### config.mk
export PLATFORM = sky130hd
export DESIGN_NAME = fetch_stage
export DESIGN_NICKNAME = d
export VERILOG_FILES = /design/src/rtl/fetch_pkg.sv /design/src/rtl/fetch_stage_pc_register.sv /design/src/rtl/fetch_stage.sv
export SDC_FILE = /design/constraint.sdc
export NUM_CORES = 1
export LEC_CHECK = 0
export ABC_AREA = 0
export CAP_MARGIN = 20
export CORE_ASPECT_RATIO = 2
export CORE_MARGIN = 5
export CORE_UTILIZATION = 50
export DETAILED_ROUTE_END_ITERATION = 12
export PLACE_DENSITY = 0.87
export SLEW_MARGIN = 20
export SYNTH_ARGS = -nofsm -noshare
export SYNTH_HDL_FRONTEND = slang
export SYNTH_HIERARCHICAL = 1
export SYNTH_SLANG_ARGS = --single-unit
### constraint.sdc
create_clock -name clk -period 6.8 [get_ports clk]
set_input_delay 1.36 -clock clk [delete_from_list [all_inputs] [get_ports clk]]
set_output_delay 1.36 -clock clk [all_outputs]
set_load 0.01 [all_outputs]
### src/rtl/fetch_pkg.sv
// Shared constants and state encoding for the instruction-fetch front end.
// FETCH_RANGE_CHECK_EN adds the FAULT state used by the optional PC range check.
package fetch_pkg;
  localparam logic [31:0] RESET_PC_DEFAULT = 32'h0040_0000;
  localparam logic [31:0] NOP_INSTR        = 32'h0000_0000;
  localparam int unsigned PC_INCR          = 4;

  typedef enum logic [1:0] {
    BOOT,
    FETCH,
    HOLD
`ifdef FETCH_RANGE_CHECK_EN
    , FAULT
`endif
  } fetch_state_t;
endpackage

### src/rtl/fetch_stage_pc_register.sv
// Program counter register: synchronous reset to RESET_PC, updates only when load is high.
module pc_register
  import fetch_pkg::*;
#(
  parameter int unsigned     DATA_WIDTH = 32,
  parameter logic [DATA_WIDTH-1:0] RESET_PC = DATA_WIDTH'(RESET_PC_DEFAULT)
) (
  input  logic                  clk,
  input  logic                  reset,
  input  logic                  load,
  input  logic [DATA_WIDTH-1:0] d,
  output logic [DATA_WIDTH-1:0] q
);
  always_ff @(posedge clk) begin
    if (reset)     q <= RESET_PC;
    else if (load) q <= d;
  end
endmodule

### src/rtl/fetch_stage.sv
// Instruction-fetch front end: PC, next-PC selection, IF/ID register and fetch FSM.
// Define FETCH_RANGE_CHECK_EN to add the PC range check, Fetch_Fault_o and the FAULT state.
module fetch_stage
  import fetch_pkg::*;
#(
  parameter int unsigned           DATA_WIDTH   = 32,
  parameter int unsigned           MEMORY_DEPTH = 32,
  parameter logic [DATA_WIDTH-1:0] RESET_PC     = DATA_WIDTH'(RESET_PC_DEFAULT)
) (
  input  logic                  clk,
  input  logic                  reset,
  input  logic [DATA_WIDTH-1:0] Instruction_i,
  input  logic                  Stall_i,
  input  logic                  Branch_Taken_i,
  input  logic [DATA_WIDTH-1:0] Branch_Target_i,
  input  logic                  Jump_i,
  input  logic [DATA_WIDTH-1:0] Jump_Target_i,
  output logic [DATA_WIDTH-1:0] Address_o,
  output logic [DATA_WIDTH-1:0] IFID_Instruction_o,
  output logic [DATA_WIDTH-1:0] IFID_PC_Plus4_o,
  output logic                  IFID_Valid_o,
`ifdef FETCH_RANGE_CHECK_EN
  output logic                  Fetch_Fault_o,
`endif
  output logic [31:0]           Fetch_Count_o
);
  fetch_state_t state, next_state;

  logic [DATA_WIDTH-1:0] pc, pc_next, pc_plus4, redirect_pc, target;
  logic                  pc_load, ifid_load, ifid_flush, redirect;

  assign pc_plus4    = pc + DATA_WIDTH'(PC_INCR);
  assign redirect    = Jump_i | Branch_Taken_i;
  assign target      = Jump_i ? Jump_Target_i : Branch_Target_i;
  assign redirect_pc = {target[DATA_WIDTH-1:2], 2'b00};
  assign Address_o   = pc;

`ifdef FETCH_RANGE_CHECK_EN
  localparam logic [DATA_WIDTH-1:0] SPAN = DATA_WIDTH'(PC_INCR * MEMORY_DEPTH);
  logic [DATA_WIDTH-1:0] pc_offset;
  logic                  pc_in_range, fault_set, fault_clr;
  // Offset from the text base: anything below RESET_PC wraps to a huge value.
  assign pc_offset   = pc - RESET_PC;
  assign pc_in_range = pc_offset < SPAN;
`endif

  pc_register #(
    .DATA_WIDTH (DATA_WIDTH),
    .RESET_PC   (RESET_PC)
  ) u_pc (
    .clk   (clk),
    .reset (reset),
    .load  (pc_load),
    .d     (pc_next),
    .q     (pc)
  );

  always_ff @(posedge clk) begin
    if (reset) state <= BOOT;
    else       state <= next_state;
  end

  always_comb begin
    next_state = state;
    pc_load    = 1'b0;
    pc_next    = pc;
    ifid_load  = 1'b0;
    ifid_flush = 1'b0;
`ifdef FETCH_RANGE_CHECK_EN
    fault_set  = 1'b0;
    fault_clr  = 1'b0;
`endif
    case (state)
      BOOT: next_state = FETCH;
      FETCH, HOLD: begin
        if (redirect) begin
          pc_load    = 1'b1;
          pc_next    = redirect_pc;
          ifid_flush = 1'b1;
          next_state = FETCH;
        end else if (Stall_i) begin
          next_state = HOLD;
`ifdef FETCH_RANGE_CHECK_EN
        end else if (!pc_in_range) begin
          ifid_flush = 1'b1;
          fault_set  = 1'b1;
          next_state = FAULT;
`endif
        end else begin
          pc_load    = 1'b1;
          pc_next    = pc_plus4;
          ifid_load  = 1'b1;
          next_state = FETCH;
        end
      end
`ifdef FETCH_RANGE_CHECK_EN
      FAULT: begin
        if (redirect) begin
          pc_load    = 1'b1;
          pc_next    = redirect_pc;
          ifid_flush = 1'b1;
          fault_clr  = 1'b1;
          next_state = FETCH;
        end
      end
`endif
      default: next_state = BOOT;
    endcase
  end

  // IF/ID register and fetch counter
  always_ff @(posedge clk) begin
    if (reset) begin
      IFID_Instruction_o <= DATA_WIDTH'(NOP_INSTR);
      IFID_PC_Plus4_o    <= '0;
      IFID_Valid_o       <= 1'b0;
      Fetch_Count_o      <= '0;
    end else if (ifid_flush) begin
      IFID_Instruction_o <= DATA_WIDTH'(NOP_INSTR);
      IFID_Valid_o       <= 1'b0;
    end else if (ifid_load) begin
      IFID_Instruction_o <= Instruction_i;
      IFID_PC_Plus4_o    <= pc_plus4;
      IFID_Valid_o       <= 1'b1;
      Fetch_Count_o      <= Fetch_Count_o + 32'd1;
    end
  end

`ifdef FETCH_RANGE_CHECK_EN
  always_ff @(posedge clk) begin
    if (reset)          Fetch_Fault_o <= 1'b0;
    else if (fault_set) Fetch_Fault_o <= 1'b1;
    else if (fault_clr) Fetch_Fault_o <= 1'b0;
  end
`endif
endmodule
==> results.md, run 1 <==
* Status: finished, final reports clean
* Critical path launch point type: primary input
* Distinct cells, synth at 53
* Top post-synthesis cells by area: dfxtp_1, nand2_1, nor2_1, a21oi_1, mux2i_1
* Share of layout cells above drive strength 1 at 4.56%
* Top_reg_cell synth: dfxtp_1
* Post-CTS Resized at 0
* Part of the power in registers at 40.7%
* Int Pwr at 1.51 mW
* CTS max path bufs at 2
* Switching Fraction at 24.7%
* Nets@finish at 1167
* Gr usage total at 26.3%
* Setup TNS Final at 0 ps
* CP max FO at 102
* Vias per cell at 5.70
* Port Buffers at 225
* Total power at 2.01 mW
* Comb power frac at 13.8%
* # hold bufs at CTS at 0
* Max-cap violation count at 0
* Vias in the first global route at 6759
* Ys Warns at 6
* Post-Synth Adder-Cell Area at 0.736%
* H-tree depth at 4
* Synthesized flop and latch total at 131
* # rows at 60
* DIE AREA at 16200 um^2
* Max incr delay on CP at 840 ps
* Total grt overflow at 0
* Post-synthesis xor/xnor area fraction at 6.44%
* CTS tree: yes
* Inserted Clock Buffers at 17
* Final Hold Vio Count at 0
* Starting DRT DRC Count at 311
* Ys async rst share at 0%
* Synth Area in Simple Gates at 26.6%
* Drt drc at 0
* Later-pin clock latency in the skew report at 410 ps
* ANT nets after route at 0
* Routed WL at 21500 um
* CTS Sinks at 131
* Area share of the largest cell type after synthesis at 38.6%
* DP HPWL at 15200 um
* Area delta synth->final at 40.4%
* Relative slew margins at 29.7%
* Area of the core at 13400 um^2
* Largest net degree at the start of global routing at 103
* Initial antenna violation count at 0
* Io pins at 230
* Total number of vias at 7002
* Number of synthesized flops with an enable pin at 0
* Worst slew pin tran at 1050 ps
* Fmax at 0.259 GHz
* Initial Utilization at 50.6%
* Syn_nets at 986
* Post-Syn Area per Cell at 7.71 um^2
* CTS root buffer: clkbuf_16
* Lkg Pwr at 3.18 nW
* Die Height at 175 um
* PD cells at 210 nW/um^2
* Required @ worst endpoint at 7130 ps
* Final Skew at 8.68 ps
* Average wire per standard cell at 17.5 um
* Critical path class: primary input to register
* Worst vdd ir at 0.160 mV
* Clk slew on worst S/H paths at 60 ps
* GP Congestion at 0.863
* Arr. time, crit path at 4190 ps
* Final period util at 56.7%
* Hold Path Class: register to register
* Slew Limit Fails at 0
* Clock power share at 45.5%
* Post-CTS Setup Repair Bufs at 0
* Dominant cell type by area after synthesis: dfxtp_1
* Post-synthesis sequential area ratio at 38.6%
* Minimum clock period at 3860 ps
* RSZ-0062 raised after global routing: false
* Largest family of logic cells by synthesized area: simple AND/OR/NAND/NOR gates
* Antenna diodes at 0
* Final setup viols at 0
* Max stage delay cell, worst path: buf_4
* CP Cell Sequence: clkdlybuf4s50_1 -> buf_4 -> nor4b_4 -> buf_4 -> nand4_1 -> or3_1 -> a21oi_1
* Cells after Synth at 881
* Crit path capture type: register
* Post-Syn Area at 6800 um^2
* CP dominant cell by count: buf_4
* Synth Area in Compound Gates at 16.6%
* First-pass GRT wire length at 34100 um
* Pre-antenna DRT Iters at 5
* Mux contribution to synthesized area at 5.04%
* P_sw at 495 uW
* Die W at 92.4 um
==> cells by family after synthesis <==
logic type	after synthesis
adders and majority gates	4
buffers and inverters	89
AOI/OAI and AO/OA	184
xor gates and xnor gates	50
and+or+nand+nor	389
DFF	131
muxes	34
==> cell usage after synthesis, drive strengths merged (3+ instances only) <==
cell / n
inv: 18
mux2i: 32
xnor2: 35
dfxtp: 131
a211oi: 27
o21ai: 45
or4: 6
clkbuf: 51
a21oi: 70
and4: 9
xor2: 15
nor4: 18
or3: 9
ha: 4
nor2: 113
o221ai: 3
and3: 14
nor3: 24
nand3: 17
a22o: 9
a22oi: 6
nand4: 20
buf: 20
nor2b: 3
nand2: 145
o211ai: 3
o31ai: 6
and2: 5
==> metal layers <==
| layer | part of all wire, % | track usage [%] | wire [um] |
|---|---|---|---|
| met2 | 52 | 47.6 | 11200 |
| met5 | 0 | 0 | 0 |
| met1 | 36 | 26.9 | 7800 |
| met3 | 6.0 | 5.82 | 1290 |
| met4 | 5.7 | 16.0 | 1220 |
==> per-stage QoR <==
step                hold slack (ps)  cell area, um^2  cells  setup WS [ps]  util (%)
finish                          452             9540   1229           2940      71.0
global route                    476             9540   1229           2670      71.0
CTS                             454             9540   1229           2950      71.0
detailed placement              447             8960   1198           2530      66.7
global placement                441             8960   1198           2540      66.7
floorplan                       481             6800    881           3870         -
==> path summary, 6_finish.rpt <==
check / from / endpoint / slack, ps / cells after the start
max reg2reg: state[0] / u_pc/q[10] / 3570 / 9
min: IFID_Instruction_o[0] / IFID_Instruction_o[0] / 450 / 2
min reg2reg: IFID_Instruction_o[0] / IFID_Instruction_o[0] / 450 / 2
max: Branch_Taken_i / Fetch_Count_o[12] / 2940 / 7
==> sequential cells by signal (all words and copies together), names as in the netlist <==
signal and count:
Fetch_Count_o 32, IFID_Instruction_o 32, IFID_PC_Plus4_o 32, IFID_Valid_o 1, state 2, u_pc/q 32
==> final cells by class <==
| type | count | area [um^2] |
|---|---|---|
| Timing Repair Buffer | 233 | 2300 |
| Sequential cell | 131 | 2620 |
| Clock buffer | 21 | 450 |
| Multi-Input combinational cell | 661 | 3770 |
| Inverter | 18 | 67.6 |
| Clock inverter | 10 | 134 |
| Fill cell | 1066 | 3890 |
| Tap cell | 155 | 194 |
==> power groups by stage <==
stage | Sequential (mW) | Combinational (mW) | Clock (mW)
2_1_floorplan | 0.833 | 0.150 | 0
3_3_place_gp | 0.831 | 0.272 | 0
3_5_place_dp | 0.833 | 0.276 | 0
4_1_cts | 0.816 | 0.278 | 0.929
5_1_grt | 0.820 | 0.301 | 0.969
6_report | 0.817 | 0.277 | 0.914
==> critical path: cells and delay by family <==
| family | cells | cell delay [ps] |
|---|---|---|
| compound gates | 1 | 140 |
| simple gates | 3 | 1160 |
| buf+inv | 3 | 1520 |
==> placed cells by master (no fill, tap or decap), types with 4 or more instances in the layout <==
master / n
a211oi_1: 27
a21oi_1: 70
a22o_1: 9
a22oi_1: 6
and2_1: 5
and3_1: 14
and4_1: 8
buf_4: 8
clkbuf_16: 17
clkdlybuf4s50_1: 223
clkinv_2: 4
dfxtp_1: 131
ha_1: 4
inv_1: 17
mux2i_1: 32
nand2_1: 145
nand3_1: 16
nand4_1: 20
nor2_1: 113
nor3_1: 24
nor4_1: 17
o21ai_0: 45
o31ai_1: 6
or3_1: 9
or4_1: 4
xnor2_1: 35
xor2_1: 15
Note: power is estimated with default switching activity, not from simulation.
==> run 2, diff against run 1 <==
- CORE_UTILIZATION: 50 -> 42
- PLACE_DENSITY: 0.87 -> 0.78
- clock period: 6.8 -> 3.3 ns (I/O delays scaled with it)
==> results.md, run 2 (synthesis results as in run 1) <==
* Status: finished, final reports clean
* Most common cell after layout, fill and taps aside: clkdlybuf4s50_1
* CTS Sinks at 131
* Post-CTS Setup Repair Bufs at 0
* Later-pin clock latency in the skew report at 420 ps
* Lkg Pwr at 3.28 nW
* Drt drc at 0
* Final period util at 74.3%
* Starting DRT DRC Count at 332
* Critical path class: register to register
* Average wire per standard cell at 17.1 um
* CTS root buffer: clkbuf_16
* Crit path capture type: register
* Critical path launch point type: register
* Die Height at 190 um
* First-pass GRT wire length at 34600 um
* Max-cap violation count at 0
* Multi-input combinational cell area at 3770 um^2
* H-tree depth at 4
* Finished Layout Cells at 1292
* Hold Path Class: register to register
* Clk slew on worst S/H paths at 60 ps
* Vias in the first global route at 6646
* R2R Path End: Fetch_Count_o[30]
* Total number of vias at 6958
* Initial Utilization at 42.9%
* CP max FO at 14
* Minimum clock period at 2450 ps
* Share of layout cells above drive strength 1 at 6.32%
* Pre-antenna DRT Iters at 5
* Area delta synth->final at 43.5%
* Fill cells at 1389
* Launch point of the worst reg-to-reg path: state[0]
* DP HPWL at 16100 um
* WHS Path Cells at 2
* Post-layout worst setup margin at 847 ps
* Placed Area at 9150 um^2
* Inserted Clock Buffers at 17
* R2R depth at 9
* Pre-CTS WS at 451 ps
* Required @ worst endpoint at 3580 ps
* Nets@finish at 1185
* Port Buffers at 225
* Post-CTS Resized at 0
* Io pins at 230
* # rows at 65
* # hold bufs at CTS at 0
* GP Congestion at 0.869
* Placed instance count at 1262
* Total grt overflow at 0
* Final Skew at 10.2 ps
* Routed WL at 22000 um
* CTS max path bufs at 2
* Area of the core at 15900 um^2
* Largest net degree at the start of global routing at 66
* Vias per cell at 5.39
* R2R setup slack at 850 ps
* Commonest cells after routing, fill and taps aside: clkdlybuf4s50_1, nand2_1, dfxtp_1, nor2_1, a21oi_1
* Relative slew margins at 55.7%
* Initial antenna violation count at 0
* Gr usage total at 23.0%
* Flip-flop and latch area at 2620 um^2
* Final setup viols at 0
* Worst slew pin tran at 664 ps
* Setup TNS Final at 0 ps
* PD cells at 430 nW/um^2
* ANT nets after route at 0
* Worst vdd ir at 0.322 mV
* Design Area, Final at 9750 um^2
* Arr. time, crit path at 2740 ps
* Die W at 100 um
* Final Hold Vio Count at 0
* Slew Limit Fails at 0
* Fmax at 0.408 GHz
* RSZ-0062 raised after global routing: false
* Crit path capture: Fetch_Count_o[30]
* DIE AREA at 19000 um^2
* Antenna diodes at 0
* CTS tree: yes
* Critical Path Start: state[0]
run 2: changes by cell type in the layout (fill, tap and decap cells not counted), sizes merged:
cell      previous run  this run
buf                 10        28
clkbuf              21        20
clkinv               5         4
clkinvlp             2         3
run 2: report_power, final:
group          internal (mW)  total [mW]  leakage, nW  switching, mW
clock network           1.23        1.92        0.290          0.688
registers               1.62        1.68         1.06         0.0574
logic                  0.303       0.588         1.93          0.286
run 2: final cells by class:
| class | count | area share, % |
|---|---|---|
| well taps | 201 | 2.58 |
| inverters | 18 | 0.693 |
| clock buffers | 20 | 4.79 |
| repair buffers | 251 | 25.0 |
| multi-input cells | 661 | 38.7 |
| clock inverters | 10 | 1.36 |
| flip-flops and latches | 131 | 26.9 |
run 2: worst max-delay path: stages, from the launching register on:
cell     delay, ps
dfxtp_1        350
inv_1           50
ha_1           290
buf_4          190
nor4b_4        290
buf_4          250
nand3_1        320
nor4_1         370
xnor2_1        160
nor2_1          50
run 2: worst min path at each step:
stage,from,endpoint
floorplan,IFID_Instruction_o[0],IFID_Instruction_o[0]
global placement,IFID_Instruction_o[3],IFID_Instruction_o[3]
detailed placement,IFID_Instruction_o[6],IFID_Instruction_o[6]
CTS,IFID_Instruction_o[6],IFID_Instruction_o[6]
global route,IFID_Instruction_o[28],IFID_Instruction_o[28]
finish,IFID_Instruction_o[14],IFID_Instruction_o[14]
run 2: stage by stage:
step	util (%)	total power [mW]	hold WS, ps
3_5_place_dp	57.7	2.30	446
6_report	61.5	4.19	452
5_1_grt	61.5	4.37	471
2_1_floorplan	-	2.03	481
3_3_place_gp	57.7	2.29	441
4_1_cts	61.5	4.23	453
run 2: layer usage:
| metal | GRT usage, % | up-vias | wire (um) |
|---|---|---|---|
| met5 | 0 | - | 0 |
| met4 | 11.5 | 0 | 905 |
| met3 | 4.95 | 44 | 1310 |
| met2 | 42.0 | 243 | 11700 |
| met1 | 24.2 | 3205 | 8080 |
| li1 | - | 3466 | - |
==> run 3, diff against run 2 <==
- clock period: 3.3 -> 2.2 ns (I/O delays scaled with it)
==> results.md, run 3 (synthesis results as in run 1) <==
* Status: finished, final reports clean
* R2R depth at 8
* Routed WL at 23500 um
* First-pass GRT wire length at 35700 um
* Average wire per standard cell at 17.2 um
* Flip-flop and latch area at 2630 um^2
* Initial antenna violation count at 0
* Crit path capture type: register
* Total number of vias at 7363
* CP max FO at 6
* R2R Path End: Fetch_Count_o[27]
* Commonest cells after routing, fill and taps aside: clkdlybuf4s50_1, nand2_1, dfxtp_1, nor2_1, buf_4
* Drt drc at 0
* GP Congestion at 0.915
* PD cells at 617 nW/um^2
* Area of the core at 15900 um^2
* Die Height at 190 um
* Slew Limit Fails at 0
* Fill cells at 1341
* Placed instance count at 1329
* Max-cap violation count at 0
* Met3 routed WL at 1170 um
* Clk slew on worst S/H paths at 60 ps
* Share of layout cells above drive strength 1 at 13.4%
* Fmax at 0.470 GHz
* Nets@finish at 1255
* Pre-antenna DRT Iters at 5
* Starting DRT DRC Count at 356
* Hold_sp: IFID_Instruction_o[17]
* Antenna diodes at 0
* DIE AREA at 19000 um^2
* Port Buffers at 225
* DR WL met2 at 12400 um
* Vias per cell at 5.40
* Most common cell after layout, fill and taps aside: clkdlybuf4s50_1
* Gr usage total at 23.8%
* Final Hold Vio Count at 0
* Hold Path Class: register to register
* R2R setup slack at 70 ps
* Final setup viols at 0
* Met1 wire length at 8420 um
* Largest net degree at the start of global routing at 66
* Critical path launch point type: register
* Hold worst-path end: IFID_Instruction_o[17]
* Lkg Pwr at 3.69 nW
* CTS max path bufs at 2
* ANT nets after route at 0
* CTS tree: yes
* Relative slew margins at 66.7%
* Total power at 6.45 mW
* Arr. time, crit path at 2480 ps
* DP HPWL at 17300 um
* Inserted Clock Buffers at 17
* Post-layout worst setup margin at 74.6 ps
* Io pins at 230
* Multi-input combinational cell area at 3830 um^2
* Area delta synth->final at 53.9%
* CTS root buffer: clkbuf_16
* Final period util at 96.6%
* Pre-CTS WS at -358 ps
* Launch point of the worst reg-to-reg path: state[0]
* Worst vdd ir at 0.434 mV
* Later-pin clock latency in the skew report at 420 ps
* WHS Path Cells at 2
* Die W at 100 um
* Finished Layout Cells at 1364
* Vias in the first global route at 7203
* H-tree depth at 4
* # rows at 65
* Worst slew pin tran at 499 ps
* Final Skew at 7.10 ps
* CTS Sinks at 131
* Initial Utilization at 42.9%
* Setup TNS Final at 0 ps
* Critical path class: register to register
* Total grt overflow at 0
* Required @ worst endpoint at 2550 ps
* Minimum clock period at 2130 ps
* Top sig layer: met4
-- run 3: changes by cell type in the layout (fill, tap and decap cells not counted), moves of 2 or more --
| cell | change |
|---|---|
| dfxtp_1 | -5 |
| dfxtp_2 | +5 |
| or4_4 | +2 |
| or4_1 | -2 |
| nor4_1 | -3 |
| nor4_2 | +2 |
| buf_12 | +5 |
| buf_4 | +60 |
| clkinv_4 | +3 |
| buf_6 | +2 |
-- run 3: power breakdown --
group | internal (mW) | switching (mW) | leakage (nW) | total (mW)
registers | 2.44 | 0.0418 | 1.06 | 2.48
clock network | 1.84 | 1.08 | 0.295 | 2.92
logic | 0.548 | 0.507 | 2.34 | 1.05
total | 4.82 | 1.63 | 3.69 | 6.45
-- run 3: through the flow --
stage               area (um^2)  hold slack [ps]  util (%)
finish                    10500              453      66.0
global route              10500              466      66.0
CTS                       10400              454      65.5
detailed placement         9740              446      61.4
global placement           9740              441      61.4
floorplan                  6800              481         -
-- run 3: area by class of cell --
class | count | area share (%)
clock buffers | 19 | 4.33
clock inverters | 13 | 1.52
inverters | 18 | 0.646
multi-input cells | 661 | 36.6
flip-flops and latches | 131 | 25.1
well taps | 201 | 2.40
repair buffers | 321 | 29.4
-- run 3: worst max-delay path by stage --
stage / startpoint / end / slack, ps / depth (start not counted)
floorplan: u_pc/q[21] / u_pc/q[30] / 20 / 8
global placement: Stall_i / Fetch_Count_o[19] / -300 / 8
detailed placement: Stall_i / Fetch_Count_o[19] / -360 / 8
CTS: state[0] / IFID_PC_Plus4_o[14] / 5 / 8
global route: state[0] / Fetch_Count_o[31] / -8 / 9
finish: state[0] / Fetch_Count_o[27] / 70 / 8
-- run 3: worst max-delay path, cell delays in order (launching register included) --
cell and delay, ps:
dfxtp_2 340, inv_1 70, ha_4 290, nor4b_4 280, buf_4 200, nand4_1 110, buf_6 160, or4_4 470
a21oi_2 130
-- run 3: repair_timing --
action / 4_1_cts / 5_1_grt
cloned: 1 / 1
setup buffers: 1 / 0
hold buffers: 0 / 0
gates resized for setup: 4 / 11
endpoints found under the setup margin: 9 / 77
-- run 3: per-layer routing --
layer	vias up	GRT usage, %
met1	3394	23.9
met5	-	0
met2	281	43.5
met3	74	4.00
li1	3614	-
met4	0	16.0
